`config.mk`:
```
export PLATFORM = sky130hd
export DESIGN_NAME = detector_jogada
export DESIGN_NICKNAME = d
export VERILOG_FILES = /design/src/rtl/jogo_pkg.sv /design/src/rtl/detector_jogada_sincronizador.sv /design/src/rtl/detector_jogada.sv
export SDC_FILE = /design/constraint.sdc
export NUM_CORES = 1
export LEC_CHECK = 0
export CAP_MARGIN = 40
export CORE_UTILIZATION = 35
export CTS_BUF_LIST = sky130_fd_sc_hd__clkbuf_2 sky130_fd_sc_hd__clkbuf_4 sky130_fd_sc_hd__clkbuf_8
export DETAILED_ROUTE_END_ITERATION = 8
export RECOVER_POWER = 50
export REMOVE_ABC_BUFFERS = 1
export SYNTH_ARGS = -nofsm -noshare
export SYNTH_HDL_FRONTEND = slang
export SYNTH_SLANG_ARGS = --single-unit
```
`constraint.sdc`:
```
create_clock -name clock -period 7.8 [get_ports clock]
set_input_delay 1.17 -clock clock [delete_from_list [all_inputs] [get_ports clock]]
set_output_delay 1.17 -clock clock [all_outputs]
set_load 0.05 [all_outputs]
```
`src/rtl/jogo_pkg.sv`:
```
// -----------------------------------------------------------------------------
// jogo_pkg
//   Shared definitions for the tic-tac-toe board input stage.
//   - NUM_BOTOES   : number of board buttons (cells 1..9).
//   - estado_t     : states of the press detector FSM.
//   - eh_one_hot() : true when exactly one bit of a button vector is set.
// -----------------------------------------------------------------------------
package jogo_pkg;

  localparam int NUM_BOTOES = 9;

  typedef enum logic [1:0] {
    OCIOSO         = 2'd0,  // no button seen
    ESTABILIZANDO  = 2'd1,  // waiting for the pressed pattern to settle
    REGISTRA       = 2'd2,  // single decision cycle: accept, reject or discard
    AGUARDA_SOLTAR = 2'd3   // waiting for a debounced full release
  } estado_t;

  // Popcount == 1. A zero vector is not one-hot.
  function automatic logic eh_one_hot(input logic [NUM_BOTOES-1:0] v);
    int unsigned n;
    n = 0;
    for (int i = 0; i < NUM_BOTOES; i++) begin
      n = n + 32'(v[i]);
    end
    return (n == 1);
  endfunction

endpackage

```
`src/rtl/detector_jogada_sincronizador.sv`:
```
// -----------------------------------------------------------------------------
// sincronizador
//   Two-flop synchroniser for a bus of independent asynchronous levels.
//   Each bit is synchronised on its own; no cross-bit coherence is implied,
//   the downstream debouncer takes care of bits settling on different cycles.
// Ports:
//   clock   - system clock
//   reset   - synchronous active-high reset, clears both stages
//   entrada - raw asynchronous levels
//   sinc    - synchronised levels (second flop)
// -----------------------------------------------------------------------------
module sincronizador #(
  parameter int LARGURA = 9
) (
  input  logic               clock,
  input  logic               reset,
  input  logic [LARGURA-1:0] entrada,
  output logic [LARGURA-1:0] sinc
);

  logic [LARGURA-1:0] estagio1_q;
  logic [LARGURA-1:0] estagio2_q;

  always_ff @(posedge clock) begin
    if (reset) begin
      estagio1_q <= '0;
      estagio2_q <= '0;
    end else begin
      estagio1_q <= entrada;
      estagio2_q <= estagio1_q;
    end
  end

  assign sinc = estagio2_q;

endmodule

```
`src/rtl/detector_jogada.sv`:
```
// -----------------------------------------------------------------------------
// detector_jogada
//   Input stage for the tic-tac-toe board. Synchronises and debounces the nine
//   push-buttons, accepts one press per push-release cycle and presents a held
//   one-hot move to the downstream 9-to-binary converter.
// Ports:
//   clock          - system clock, rising edge
//   reset          - synchronous active-high reset
//   botoes_entrada - raw active-high buttons, bit i = cell i+1 (asynchronous)
//   habilita       - control FSM is waiting for a move (sampled in REGISTRA)
//   limpa          - clears the held move at the next edge
//   botoes         - held one-hot move, zero when none
//   jogada_valida  - one-cycle pulse when a new move is loaded into botoes
//   erro_multiplo  - one-cycle pulse when a multi-button press is rejected
//   ocupado        - FSM is not idle
// Timing: with DEBOUNCE_CICLOS = N, a clean press sampled by the synchroniser
// at edge 0 shows up on botoes/jogada_valida after edge N+2.
// DEBOUNCE_CICLOS must be at least 2.
// -----------------------------------------------------------------------------
module detector_jogada
  import jogo_pkg::*;
#(
  parameter int DEBOUNCE_CICLOS = 500000,
  parameter int NUM_BOTOES      = jogo_pkg::NUM_BOTOES
) (
  input  logic                  clock,
  input  logic                  reset,
  input  logic [NUM_BOTOES-1:0] botoes_entrada,
  input  logic                  habilita,
  input  logic                  limpa,
  output logic [NUM_BOTOES-1:0] botoes,
  output logic                  jogada_valida,
  output logic                  erro_multiplo,
  output logic                  ocupado
);

  // Counter only has to hold values up to DEBOUNCE_CICLOS-1.
  localparam int CW = (DEBOUNCE_CICLOS > 1) ? $clog2(DEBOUNCE_CICLOS) : 1;
  localparam logic [CW-1:0] CONT_ULTIMO = CW'(DEBOUNCE_CICLOS - 1);
  localparam logic [CW-1:0] CONT_UM     = CW'(1);

  logic [NUM_BOTOES-1:0] sinc;

  estado_t               estado_q;
  logic [CW-1:0]         contador_q;
  logic [NUM_BOTOES-1:0] candidato_q;
  logic [NUM_BOTOES-1:0] botoes_q;
  logic                  jogada_valida_q;
  logic                  erro_multiplo_q;
  logic                  ocupado_q;

  logic                  candidato_one_hot;

  sincronizador #(
    .LARGURA (NUM_BOTOES)
  ) u_sincronizador (
    .clock   (clock),
    .reset   (reset),
    .entrada (botoes_entrada),
    .sinc    (sinc)
  );

  assign candidato_one_hot = eh_one_hot(candidato_q);

  always_ff @(posedge clock) begin
    if (reset) begin
      estado_q        <= OCIOSO;
      contador_q      <= '0;
      candidato_q     <= '0;
      botoes_q        <= '0;
      jogada_valida_q <= 1'b0;
      erro_multiplo_q <= 1'b0;
      ocupado_q       <= 1'b0;
    end else begin
      // Pulses are single-cycle by default.
      jogada_valida_q <= 1'b0;
      erro_multiplo_q <= 1'b0;

      // A capture in REGISTRA below overrides this clear, so a move
      // arriving in the same cycle as limpa is not lost.
      if (limpa) begin
        botoes_q <= '0;
      end

      case (estado_q)
        OCIOSO: begin
          if (sinc != '0) begin
            candidato_q <= sinc;
            contador_q  <= CONT_UM;
            estado_q    <= ESTABILIZANDO;
            ocupado_q   <= 1'b1;
          end
        end

        ESTABILIZANDO: begin
          if (sinc == '0) begin
            // Released before settling: treat as noise.
            contador_q <= '0;
            estado_q   <= OCIOSO;
            ocupado_q  <= 1'b0;
          end else if (sinc != candidato_q) begin
            // Pattern changed (bounce or another finger): restart the count
            // on the new pattern.
            candidato_q <= sinc;
            contador_q  <= CONT_UM;
          end else if (contador_q == CONT_ULTIMO) begin
            estado_q <= REGISTRA;
          end else begin
            contador_q <= contador_q + CONT_UM;
          end
        end

        REGISTRA: begin
          if (habilita) begin
            if (candidato_one_hot) begin
              botoes_q        <= candidato_q;
              jogada_valida_q <= 1'b1;
            end else begin
              // candidato is never zero here, so not one-hot means 2+ bits.
              erro_multiplo_q <= 1'b1;
            end
          end
          contador_q <= '0;
          estado_q   <= AGUARDA_SOLTAR;
        end

        AGUARDA_SOLTAR: begin
          // Any button activity, including extra presses, restarts the
          // release count; nothing is captured until we are idle again.
          if (sinc != '0) begin
            contador_q <= '0;
          end else if (contador_q == CONT_ULTIMO) begin
            contador_q <= '0;
            estado_q   <= OCIOSO;
            ocupado_q  <= 1'b0;
          end else begin
            contador_q <= contador_q + CONT_UM;
          end
        end

        default: begin
          contador_q <= '0;
          estado_q   <= OCIOSO;
          ocupado_q  <= 1'b0;
        end
      endcase
    end
  end

  assign botoes        = botoes_q;
  assign jogada_valida = jogada_valida_q;
  assign erro_multiplo = erro_multiplo_q;
  assign ocupado       = ocupado_q;

endmodule
```
=== Word-level counts from Yosys, hierarchy flattened ===
Index checks and enable logic that the tools add are counted.

* $add $sub $neg: 9
* Eq/ne operators: 15
* Multiplexer cells: 29
* Bitwise gates (word level): 2
* Reductions and logical operators: 10

{| class="wikitable"
|+ Operators by type and width
! kind !! number
|-
| $mux 19 || 6
|-
| $pmux 19 s4 || 1
|-
| $mux 9 || 7
|-
| $add 19x1->19 const B || 1
|-
| $eq 19x19->1 const B || 1
|-
| $pmux 9 s2 || 1
|-
| $mux 2 || 6
|-
| $ne 2x2->1 const B || 6
|-
| $reduce_and 5->1 || 2
|-
| $add 8x1->9 || 1
|-
| $eq 9x1->1 const B || 1
|-
| $logic_not 9->1 || 1
|-
| $ne 9x9->1 || 1
|-
| $reduce_bool 9->1 || 1
|-
| $add 7x1->8 || 1
|-
| $pmux 2 s4 || 1
|-
| $add 6x1->7 || 1
|-
| $add 5x1->6 || 1
|-
| $mux 1 || 6
|-
| $ne 3x3->1 const B || 2
|-
| $add 4x1->5 || 1
|-
| $add 3x1->4 || 1
|-
| $eq 2x2->1 const B || 2
|-
| $ne 4x4->1 const B || 1
|-
| other kinds (11) || 12
|}

* Register bits after elaboration: 60
* Bits of input ports: 13
* Output and inout port bits: 12
* Word-level logic and storage cells: 74

=== Longest topological paths before layout ===
Gate-level depths: netlist (run 1).

* Depth in word-level cells: 12
* Mapped depth: 12
* Depth with buffers taken out: 12

=== By module ===
Synthesis (run 1) repeated with hierarchy kept, for this count alone.

* Cells, all modules: 313
* Area, all modules: 2857.7 sq um

{| class="wikitable"
|+ Modules (own cells, without submodules)
! module !! instances !! cells an instance !! area an instance (sq um) !! seq. area each (sq um)
|-
| detector_jogada || 1 || 276 || 2368.5 || 840.8
|-
| sincronizador || 1 || 37 || 489.2 || 360.3
|}

=== Worst setup path after synthesis (run 1) ===
No wires, ideal clock.

* Path type: register -> register
* Start point: register candidato_q[0]
* End point: register botoes_q[0], in the netlist botoes[0]
* Setup time: 0.060 ns
* Arrival time: 3.725 ns
* Data required time: 7.740 ns
* Setup slack: 4.015 ns
* Cell stages (with the launch flop): 12
* Buffers on the path: 0
* Clock period less this slack: 3.785 ns
* Path through: dfxtp_1 inv_1 fa_1 fa_1 fa_1 fa_1 fa_1 nor2b_1 a31oi_1 nor4b_1 nor3_1 a22o_1

* Longest elaborated chain between the ends: 12

{| class="wikitable"
|+ Ends and longest elaborated chain
! element !! RTL line !! text
|-
| start: declaration || detector_jogada.sv:46 || <nowiki>logic [NUM_BOTOES-1:0] candidato_q;</nowiki>
|-
| start signal: assignment || detector_jogada.sv:88 || <nowiki>candidato_q <= sinc;</nowiki>
|-
| start signal: assignment || detector_jogada.sv:104 || <nowiki>candidato_q <= sinc;</nowiki>
|-
| $add 1x1->2 || jogo_pkg.sv:24 || <nowiki>n = n + 32'(v[i]);</nowiki>
|-
| $add 2x1->3 || jogo_pkg.sv:24 ||
|-
| $add 3x1->4 || jogo_pkg.sv:24 ||
|-
| $add 4x1->5 || jogo_pkg.sv:24 ||
|-
| $add 5x1->6 || jogo_pkg.sv:24 ||
|-
| $add 6x1->7 || jogo_pkg.sv:24 ||
|-
| $add 7x1->8 || jogo_pkg.sv:24 ||
|-
| $add 8x1->9 || jogo_pkg.sv:24 ||
|-
| $eq 9x1->1 || jogo_pkg.sv:26 || <nowiki>return (n == 1);</nowiki>
|-
| $mux 9 (*) || detector_jogada.sv:115 || <nowiki>if (candidato_one_hot) begin</nowiki>
|-
| $mux 9 (*) || detector_jogada.sv:114 || <nowiki>if (habilita) begin</nowiki>
|-
| $mux 9 (*) || detector_jogada.sv:85 || <nowiki>case (estado_q)</nowiki>
|-
| end signal: assignment || detector_jogada.sv:116 || <nowiki>botoes_q <= candidato_q;</nowiki>
|-
| end: declaration || detector_jogada.sv:47 || <nowiki>logic [NUM_BOTOES-1:0] botoes_q;</nowiki>
|}

Every way passes the cells marked *; elsewhere a longest branch is shown, timed or not.
A chain may end at the register's enable or synchronous reset.

=== Worst setup path after layout (run 1) ===
* Start point: register candidato_q[0]
* End point: register botoes_q[1], in the netlist botoes[1]

* Longest elaborated chain between the ends: 12

{| class="wikitable"
|+ Ends and longest elaborated chain
! element !! RTL line
|-
| $add 1x1->2 || jogo_pkg.sv:24
|-
| $add 2x1->3 || jogo_pkg.sv:24
|-
| $add 3x1->4 || jogo_pkg.sv:24
|-
| $add 4x1->5 || jogo_pkg.sv:24
|-
| $add 5x1->6 || jogo_pkg.sv:24
|-
| $add 6x1->7 || jogo_pkg.sv:24
|-
| $add 7x1->8 || jogo_pkg.sv:24
|-
| $add 8x1->9 || jogo_pkg.sv:24
|-
| $eq 9x1->1 || jogo_pkg.sv:26
|-
| $mux 9 || detector_jogada.sv:115
|-
| $mux 9 || detector_jogada.sv:114
|-
| $mux 9 || detector_jogada.sv:85
|}

No other way between the ends.

==> metrics.sh, run 1 <==
RUN_STATUS='complete, but fails checks'
FAILED_CHECKS='max-capacitance violations, max-slew violations'
MAX_FREQ_MHz=247
POST_SYNTHESIS_MUX_AREA_SHARE_PCT=0.718
HOLD_PATH.STARTPOINT='u_sincronizador.estagio1_q[8]'
HOLDCRITPATHCLASS='reg2reg'
SYNTH_SEQ_CELLS=60
FLOORPLAN.CORE_AREA_MM2=0.00773
POST_SYNTH_INST_COUNT=296
SYNTH-EDFF-COUNT=0
ROUTE.VIAS.TOTAL=2119
AVGVIACOUNTPERCELL=4.93
DPL_CELL_AREA_MM2=0.00310
SHARE_OF_SYNTHESIZED_REGISTERS_CARRYING_AN_ASYNC_SET_OR_RESET_PCT=0
SYNTH.AVG_CELL_AREA_UM2=9.41
CRIT_PATH_START='candidato_q[0]'
GRT_FIRST_PASS_WIRELENGTH_UM=9320
FIRST_GLOBAL_VIAS=1951
NUMCLOCKSINKS=60
BOUNDARYPINS=25
SETUP_FIX_BUFFERS_ADDED_AFTER_CLOCK_TREE_SYNTHESIS=0
INITIAL_UTILIZATION_PCT=36.1
CRIT_PATH_START_KIND='flip-flop'
WORSTSETUPENDPOINTTYPE='flip-flop'
TOTALNEGATIVESETUPSLACK_PS=0
WORST_SLEW_MARGIN_REL_PCT=-6.13
SYNTH-WARNING-COUNT=0
PERIOD_SHARE_PCT=51.9
POST-ROUTE-DRC-COUNT=0
TRITONCTS='done'
GRT_OVERFLOW=0
FINALMAXSLEWVIOLATIONS=37
CTS-HTREE-LEVELS=3
FINALWIRELENGTH_UM=5590
YOSYSSEQAREASHARE_PCT=43.1
CTS-ROOT-BUF='sky130_fd_sc_hd__clkbuf_8'
SYNTH.AREA.TOP_CELLS='sky130_fd_sc_hd__dfxtp_1 43%, sky130_fd_sc_hd__nor2b_1 4.7%, sky130_fd_sc_hd__fa_1 3.6%, sky130_fd_sc_hd__xnor2_1 3.5%, sky130_fd_sc_hd__a21oi_1 3.2%'
ANTENNA_VIOLATIONS_BEFORE_REPAIR=0
GRT_MAX_DEGREE=37
PORT_BUFFERS=24
WORST_EP_REQUIRED_TIME_PS=8080
TRACK_USAGE_PCT=14.4
CLK-INSERTION-DELAY-LATE_PS=350
FIRSTDRTPASSITERS=5
WORSTPATHMAXFANOUT=10
SYNTH_CELL_TYPE_COUNT=53
SETUP_VIOL=0
TIMING.SETUP.CRITICAL_PATH_CLASS='reg2reg'
POWER_DENSITY_mW_PER_MM2=195
FP-ROW-COUNT=32
DP_CELLS=414
TIMING.FINAL.HOLD_VIOLATIONS=0
ANTENNA_LEFT=0
REGTOREGSTARTPOINT='candidato_q[0]'
CRIT_ARRIVAL_PS=4330
DRT_ITER0_MARKERS=102
HOLD_BUFFERS=0
YOSYS.AREA_SHARE.XOR_XNOR_PCT=5.03
NETLIST.TOP_CELL.BY_AREA='sky130_fd_sc_hd__dfxtp_1'
ROUTE.DETAILED.WL_PER_INST_UM=13.0
DOMINANT_COMBINATIONAL_CELL_FAMILY_BY_AREA_AFTER_SYNTHESIS='simple AND/OR/NAND/NOR gates'
TIMING_WORST_SLEW_PIN_VALUE_PS=1590
GPL.FINAL_WEIGHTED_CONGESTION=0.756
FINCLKSKEW_PS=10.8
GRT_SETUP_UNREPAIRED='false'
IR_DROP_mV=0.0695
ANTENNADIODECOUNT=0
SYN_TO_FINAL_GROWTH_PCT=17.2
DESIGN.FINAL.NETS=344
CAP_VIOLATIONS=1
BASIC_GATE_SHARE_OF_THE_SYNTHESIZED_AREA_COUNTING_AND_OR_NAND_AND_NOR_CELLS_PCT=27.8
P_LEAK_nW=1.15
FIN_AREA_MM2=0.00327
DRIVE_ABOVE_1_SHARE_PCT=11.9
DPL.HPWL_UM=3830
CTS_MAX_PATH_BUFFERS=2
POST_LAYOUT_NONFILLER_INSTANCES=430
DIE_AREA_MM2=0.00832
POST-ROUTE-MIN-PERIOD_PS=4050
Y_DIMENSION_OF_THE_DIE_UM=91.2
CELL_AREA_AFTER_SYNTHESIS_MM2=0.00279
CTS_REPAIR_RESIZE_COUNT=0
SYNTH_COMPOUND_GATE_AREA_SHARE_PCT=13.6
YS_DOMINANT_REG_CELL='sky130_fd_sc_hd__dfxtp_1'
FP.DIEW_UM=91.2
SYNTH_ADDER_AREA_SHARE_PCT=4.94
CLK_PIN_SLEW_PS=70
SYNTH.TOP_CELL.AREA_SHARE_PCT=43.1
CLOCK_BUFFERS_CREATED_BY_TRITONCTS=9
## path summary, 6_finish.rpt
kind                              to  cells after the start  slack [ps]
max                        botoes[1]                     11        3750
max reg2reg                botoes[1]                     11        3750
min reg2reg  u_sincronizador.sinc[8]                      1         440
min          u_sincronizador.sinc[8]                      1         440
## flip-flops by register name, indices dropped and copies added, names as in the netlist, named ones only
name and count:
contador_q 19, botoes 9, candidato_q 9, u_sincronizador.estagio1_q 9, u_sincronizador.sinc 9, erro_multiplo 1
estado_q 1, jogada_valida 1, ocupado 1
## kinds of logic after synthesis
family / after synthesis
fa+ha+maj: 8
flops: 60
simple gates: 131
buf+inv: 26
mux: 2
compound gates: 53
xor+xnor: 16
## cells in the final DEF (no fill, tap or decap), types with 5 or more instances in the layout
cell,netlist,routed
sky130_fd_sc_hd__a22o_1,9,9
sky130_fd_sc_hd__a21oi_1,18,18
sky130_fd_sc_hd__inv_1,15,15
sky130_fd_sc_hd__clkinv_4,0,5
sky130_fd_sc_hd__nand2_1,20,20
sky130_fd_sc_hd__clkdlybuf4s50_1,0,23
sky130_fd_sc_hd__clkbuf_8,0,9
sky130_fd_sc_hd__and3_1,5,5
sky130_fd_sc_hd__o21ai_0,6,6
sky130_fd_sc_hd__nand3_1,17,17
sky130_fd_sc_hd__xor2_1,5,5
sky130_fd_sc_hd__fa_1,5,5
sky130_fd_sc_hd__a31oi_1,5,5
sky130_fd_sc_hd__dfxtp_1,60,60
sky130_fd_sc_hd__nor2_1,19,19
sky130_fd_sc_hd__xnor2_1,11,11
sky130_fd_sc_hd__nor2b_1,21,21
sky130_fd_sc_hd__nor3_1,7,7
sky130_fd_sc_hd__nand4_1,8,8
## final cells by class
class / count / area, um2
clock buffer: 9 / 124
clock inverter: 7 / 53.8
fill: 767 / 4460
inverter: 15 / 56.3
multi-input combinational: 210 / 1450
sequential: 60 / 1200
tap: 102 / 128
timing repair buffer: 27 / 256
## through the flow
step	setup WS [ps]	power, mW	utilization, %	hold slack [ps]
6_report	3750	0.638	42.3	436
5_1_grt	3510	0.666	42.3	456
4_1_cts	3770	0.646	42.4	438
3_5_place_dp	3780	0.397	40.1	420
3_3_place_gp	3730	0.396	40.0	416
2_1_floorplan	4010	0.372	-	414
## where the power goes
group          internal, mW  switching, mW  total (mW)
combinational        0.0289         0.0377      0.0666
sequential            0.314        0.00868       0.323
clock                 0.116          0.132       0.248
total                 0.460          0.178       0.638
## layer usage
| metal | wire [um] | track usage [%] |
|---|---|---|
| met3 | 186 | 4.44 |
| met5 | 0 | 0 |
| met4 | 106 | 6.61 |
| met1 | 2790 | 19.4 |
| met2 | 2510 | 20.9 |
## worst max-delay path, cell delays in order (launching register included)
cell	delay (ps)
sky130_fd_sc_hd__dfxtp_1	390
sky130_fd_sc_hd__inv_1	80
sky130_fd_sc_hd__fa_1	550
sky130_fd_sc_hd__fa_1	420
sky130_fd_sc_hd__fa_1	460
sky130_fd_sc_hd__fa_1	420
sky130_fd_sc_hd__fa_1	390
sky130_fd_sc_hd__nor2_1	90
sky130_fd_sc_hd__a31oi_1	110
sky130_fd_sc_hd__nor3b_1	280
sky130_fd_sc_hd__nor3b_2	570
sky130_fd_sc_hd__a22o_1	220
## synthesized netlist by cell type, drive strengths merged (6+ instances only)
library cell / instances
or3: 6
dfxtp: 60
xnor2: 11
nand4: 8
a21oi: 20
nand3: 17
nand2: 20
inv: 15
o21ai: 6
buf: 6
nor2: 19
a22o: 12
nor2b: 21
nor3: 7
Note: power is estimated with default switching activity, not from simulation.
==> inputs of run 2 (changes only) <==
==> constraint.sdc (replaced) <==
create_clock -name clock -period 3.8 [get_ports clock]
set_input_delay 0.57 -clock clock [delete_from_list [all_inputs] [get_ports clock]]
set_output_delay 0.57 -clock clock [all_outputs]
set_load 0.05 [all_outputs]
==> metrics.sh, run 2 (synthesis results as in run 1) <==
PORT_BUFFERS=24  # unchanged
GRT_FIRST_PASS_WIRELENGTH_UM=9820  # was 9320 um
MAX_FREQ_MHz=271  # was 247 MHz
CELL_DEPTH_OF_THE_WORST_MIN_DELAY_PATH=1  # unchanged
SWITCHING_SHARE_PCT=27.6  # was 28.0%
HOLD_PATH.STARTPOINT='u_sincronizador.estagio1_q[0]'  # was u_sincronizador.estagio1_q[8]
AVGVIACOUNTPERCELL=4.91  # was 4.93
FINALWIRELENGTH_UM=5700  # was 5590 um
FINCLKSKEW_PS=8.52  # was 10.8 ps
LAYOUT_COMMONEST_CELL='sky130_fd_sc_hd__dfxtp_1'  # unchanged
FLOORPLAN.CORE_AREA_MM2=0.00773  # unchanged
CRIT_ARRIVAL_PS=3930  # was 4330 ps
TOTAL_NET_SWITCHING_POWER_mW=0.361  # was 0.178 mW
ANTENNA_LEFT=0  # unchanged
DIE_AREA_MM2=0.00832  # unchanged
DRT_ITER0_MARKERS=133  # was 102
TIMING.CRITICAL_PATH.MODE_CELL='sky130_fd_sc_hd__fa_1'  # unchanged
CLK_PIN_SLEW_PS=70  # about the same
FINALMAXSLEWVIOLATIONS=0  # was 37
CLOCK_BUFFERS_CREATED_BY_TRITONCTS=9  # unchanged
TIMING_WORST_SLEW_PIN_VALUE_PS=989  # was 1590 ps
FP.DIEW_UM=91.2  # unchanged
CP_CELL_SEQUENCE='inv_1 -> fa_1 -> fa_1 -> fa_1 -> fa_2 -> fa_2 -> nor2_2 -> a31oi_2 -> nor4b_2 -> nor3_2 -> buf_4 -> a22o_1'  # was inv_1 -> fa_1 -> fa_1 -> fa_1 -> fa_1 -> fa_1 -> nor2_1 -> a31oi_1 -> nor3b_1 -> nor3b_2 -> a22o_1
FIRSTDRTPASSITERS=4  # was 5
CTS-HTREE-LEVELS=3  # unchanged
FP-ROW-COUNT=32  # unchanged
CLK-INSERTION-DELAY-LATE_PS=340  # was 350 ps
GRT_MAX_DEGREE=26  # was 37
GPL.FINAL_WEIGHTED_CONGESTION=0.812  # was 0.756
POWER_DENSITY_mW_PER_MM2=394  # was 195 mW/mm2
CRITICAL_PATH.REG2REG.ENDPOINT='botoes[0]'  # was botoes[1]
TIMING.SETUP.CRITICAL_PATH_CLASS='reg2reg'  # unchanged
WORSTPATHMAXFANOUT=8  # was 10
CAP_VIOLATIONS=0  # was 1
DESIGN.FINAL.NETS=348  # was 344
PRECTSSETUPSLACK_PS=-268  # was 3780 ps
SEQUENTIALPOWERSHARE_PCT=50.6  # about the same
ANTENNADIODECOUNT=0  # unchanged
NUMCLOCKSINKS=60  # unchanged
DRIVE_ABOVE_1_SHARE_PCT=14.8  # was 11.9%
TRACK_USAGE_PCT=15.1  # was 14.4%
CRIT_PATH_START_KIND='flip-flop'  # unchanged
P_LEAK_nW=1.21  # was 1.15 nW
DPL.HPWL_UM=4000  # was 3830 um
CTS-ROOT-BUF='sky130_fd_sc_hd__clkbuf_8'  # unchanged
LAYOUT.CELLS.MOST_COMMON_LIST='59 x sky130_fd_sc_hd__dfxtp_1, 21 x sky130_fd_sc_hd__nor2b_1, 20 x sky130_fd_sc_hd__nand2_1'  # was 60 x sky130_fd_sc_hd__dfxtp_1, 23 x sky130_fd_sc_hd__clkdlybuf4s50_1, 21 x sky130_fd_sc_hd__nor2b_1
ROUTE.VIAS.TOTAL=2131  # was 2119
PERIOD_SHARE_PCT=97.2  # was 51.9%
REGTOREGSTARTPOINT='candidato_q[0]'  # unchanged
ROUTE.DETAILED.WL_PER_INST_UM=13.1  # was 13.0 um
MAX_STAGE_DELAY_PS=550  # was 570 ps
WORSTSETUPENDPOINTTYPE='flip-flop'  # unchanged
IR_DROP_mV=0.140  # was 0.0695 mV
GRT_OVERFLOW=0  # unchanged
SHARE_COMB_OF_TOTAL_POWER_PCT=10.9  # was 10.4%
INITIAL_UTILIZATION_PCT=36.1  # unchanged
LARGEST_REGISTER_FF_COUNT=19  # unchanged
POWER_REPORT.INTERNAL_TOTAL_mW=0.946  # was 0.460 mW
REGISTERS.TOP_BY_FF_COUNT='contador_q'  # unchanged
CTS_MAX_PATH_BUFFERS=2  # unchanged
BOUNDARYPINS=25  # unchanged
FIRST_GLOBAL_VIAS=2076  # was 1951
WORST_EP_REQUIRED_TIME_PS=4030  # was 8080 ps
WORST_SLEW_MARGIN_REL_PCT=34.1  # was -6.13%
CRIT_SLOWEST_CELL='sky130_fd_sc_hd__fa_1'  # was sky130_fd_sc_hd__nor3b_2
TIMING.FINAL.HOLD_VIOLATIONS=0  # unchanged
SYN_TO_FINAL_GROWTH_PCT=19.2  # was 17.2%
Y_DIMENSION_OF_THE_DIE_UM=91.2  # unchanged
HOLD_BUFFERS=0  # unchanged
SETUP_VIOL=0  # unchanged
POST-ROUTE-MIN-PERIOD_PS=3690  # was 4050 ps
FINALWORSTSETUPSLACK_PS=105  # was 3750 ps
POST_LAYOUT_NONFILLER_INSTANCES=434  # was 430
RUN_STATUS='finished, final reports clean'  # was complete, but fails checks
ANTENNA_VIOLATIONS_BEFORE_REPAIR=0  # unchanged
DP_CELLS=417  # was 414
TIMING.HOLD.WORST_ENDPOINT='u_sincronizador.sinc[0]'  # was u_sincronizador.sinc[8]
REG2REG_SLACK_PS=110  # was 3750 ps
FF2FF_PATH_DEPTH=12  # was 11
PART_OF_THE_POWER_IN_THE_CLOCK_NETWORK_PCT=38.4  # was 38.9%
HOLDCRITPATHCLASS='reg2reg'  # unchanged
POST-ROUTE-DRC-COUNT=0  # unchanged
TRITONCTS='done'  # unchanged
==> run 2: cell count changes in the layout (fill, tap and decap cells not counted), moves of 2 or more <==
| cell | previous run | this run |
|---|---|---|
| sky130_fd_sc_hd__fa_2 | 0 | 2 |
| sky130_fd_sc_hd__buf_4 | 1 | 5 |
| sky130_fd_sc_hd__clkdlybuf4s50_1 | 23 | 11 |
| sky130_fd_sc_hd__dlygate4sd3_1 | 1 | 13 |
| sky130_fd_sc_hd__fa_1 | 5 | 3 |
==> run 2: metrics by stage <==
stage | area, um2 | TNS [ps] | hold WS, ps | utilization [%] | total power, mW
after CTS | 3300 | 0 | 440 | 42.7 | 1.32
after floorplan | 2710 | 0 | 414 | - | 0.763
after global placement | 3120 | -1260 | 421 | 40.4 | 0.813
final | 3320 | 0 | 438 | 43.0 | 1.31
after detailed placement | 3120 | -2380 | 422 | 40.4 | 0.817
after global routing | 3320 | -275 | 459 | 43.0 | 1.37
==> run 2: final cells by class <==
class,count,area (um2)
clock inverter,7,53.8
inverter,15,56.3
multi-input combinational,210,1470
clock buffer,9,124
tap,102,128
timing repair buffer,31,285
fill,765,4410
sequential,60,1200
==> run 2: worst max-delay path: cells and delay by family (launching register included) <==
kind	cells	cell delay [ps]
flops	1	330
fa+ha+maj	5	2160
compound gates	2	330
buf+inv	2	240
simple gates	3	520
==> run 2: what timing repair did <==
item                                    4_1_cts  5_1_grt
pin swaps                                     0        2
endpoints found under the setup margin        9        9
setup buffers                                 0        1
gates resized for setup                       1        6
cloned                                        0        0
==> run 2: power groups by stage <==
stage          Clock [mW]  Sequential (mW)  Combinational, mW
4_1_cts             0.519            0.662              0.141
3_5_place_dp            0            0.676              0.141
5_1_grt             0.549            0.664              0.160
3_3_place_gp            0            0.676              0.137
6_report            0.503            0.662              0.143
2_1_floorplan           0            0.677             0.0868
==> run 2: per-layer routing <==
layer,global-route usage (%),routed length [um],share of wire [%]
met5,0,0,0
met4,7.94,109,1.9
met3,3.52,166,2.9
met2,22.6,2530,44
met1,20.3,2890,51
==> run 2: worst max-delay path by stage <==
stage,startpoint,end,slack (ps),cells past startpoint
6_report,candidato_q[0],botoes[0],110,12
3_3_place_gp,candidato_q[0],botoes[6],-140,11
5_1_grt,candidato_q[0],botoes[8],-50,12
2_1_floorplan,candidato_q[0],botoes[0],10,11
4_1_cts,candidato_q[0],botoes[0],20,11
3_5_place_dp,candidato_q[0],botoes[6],-270,11
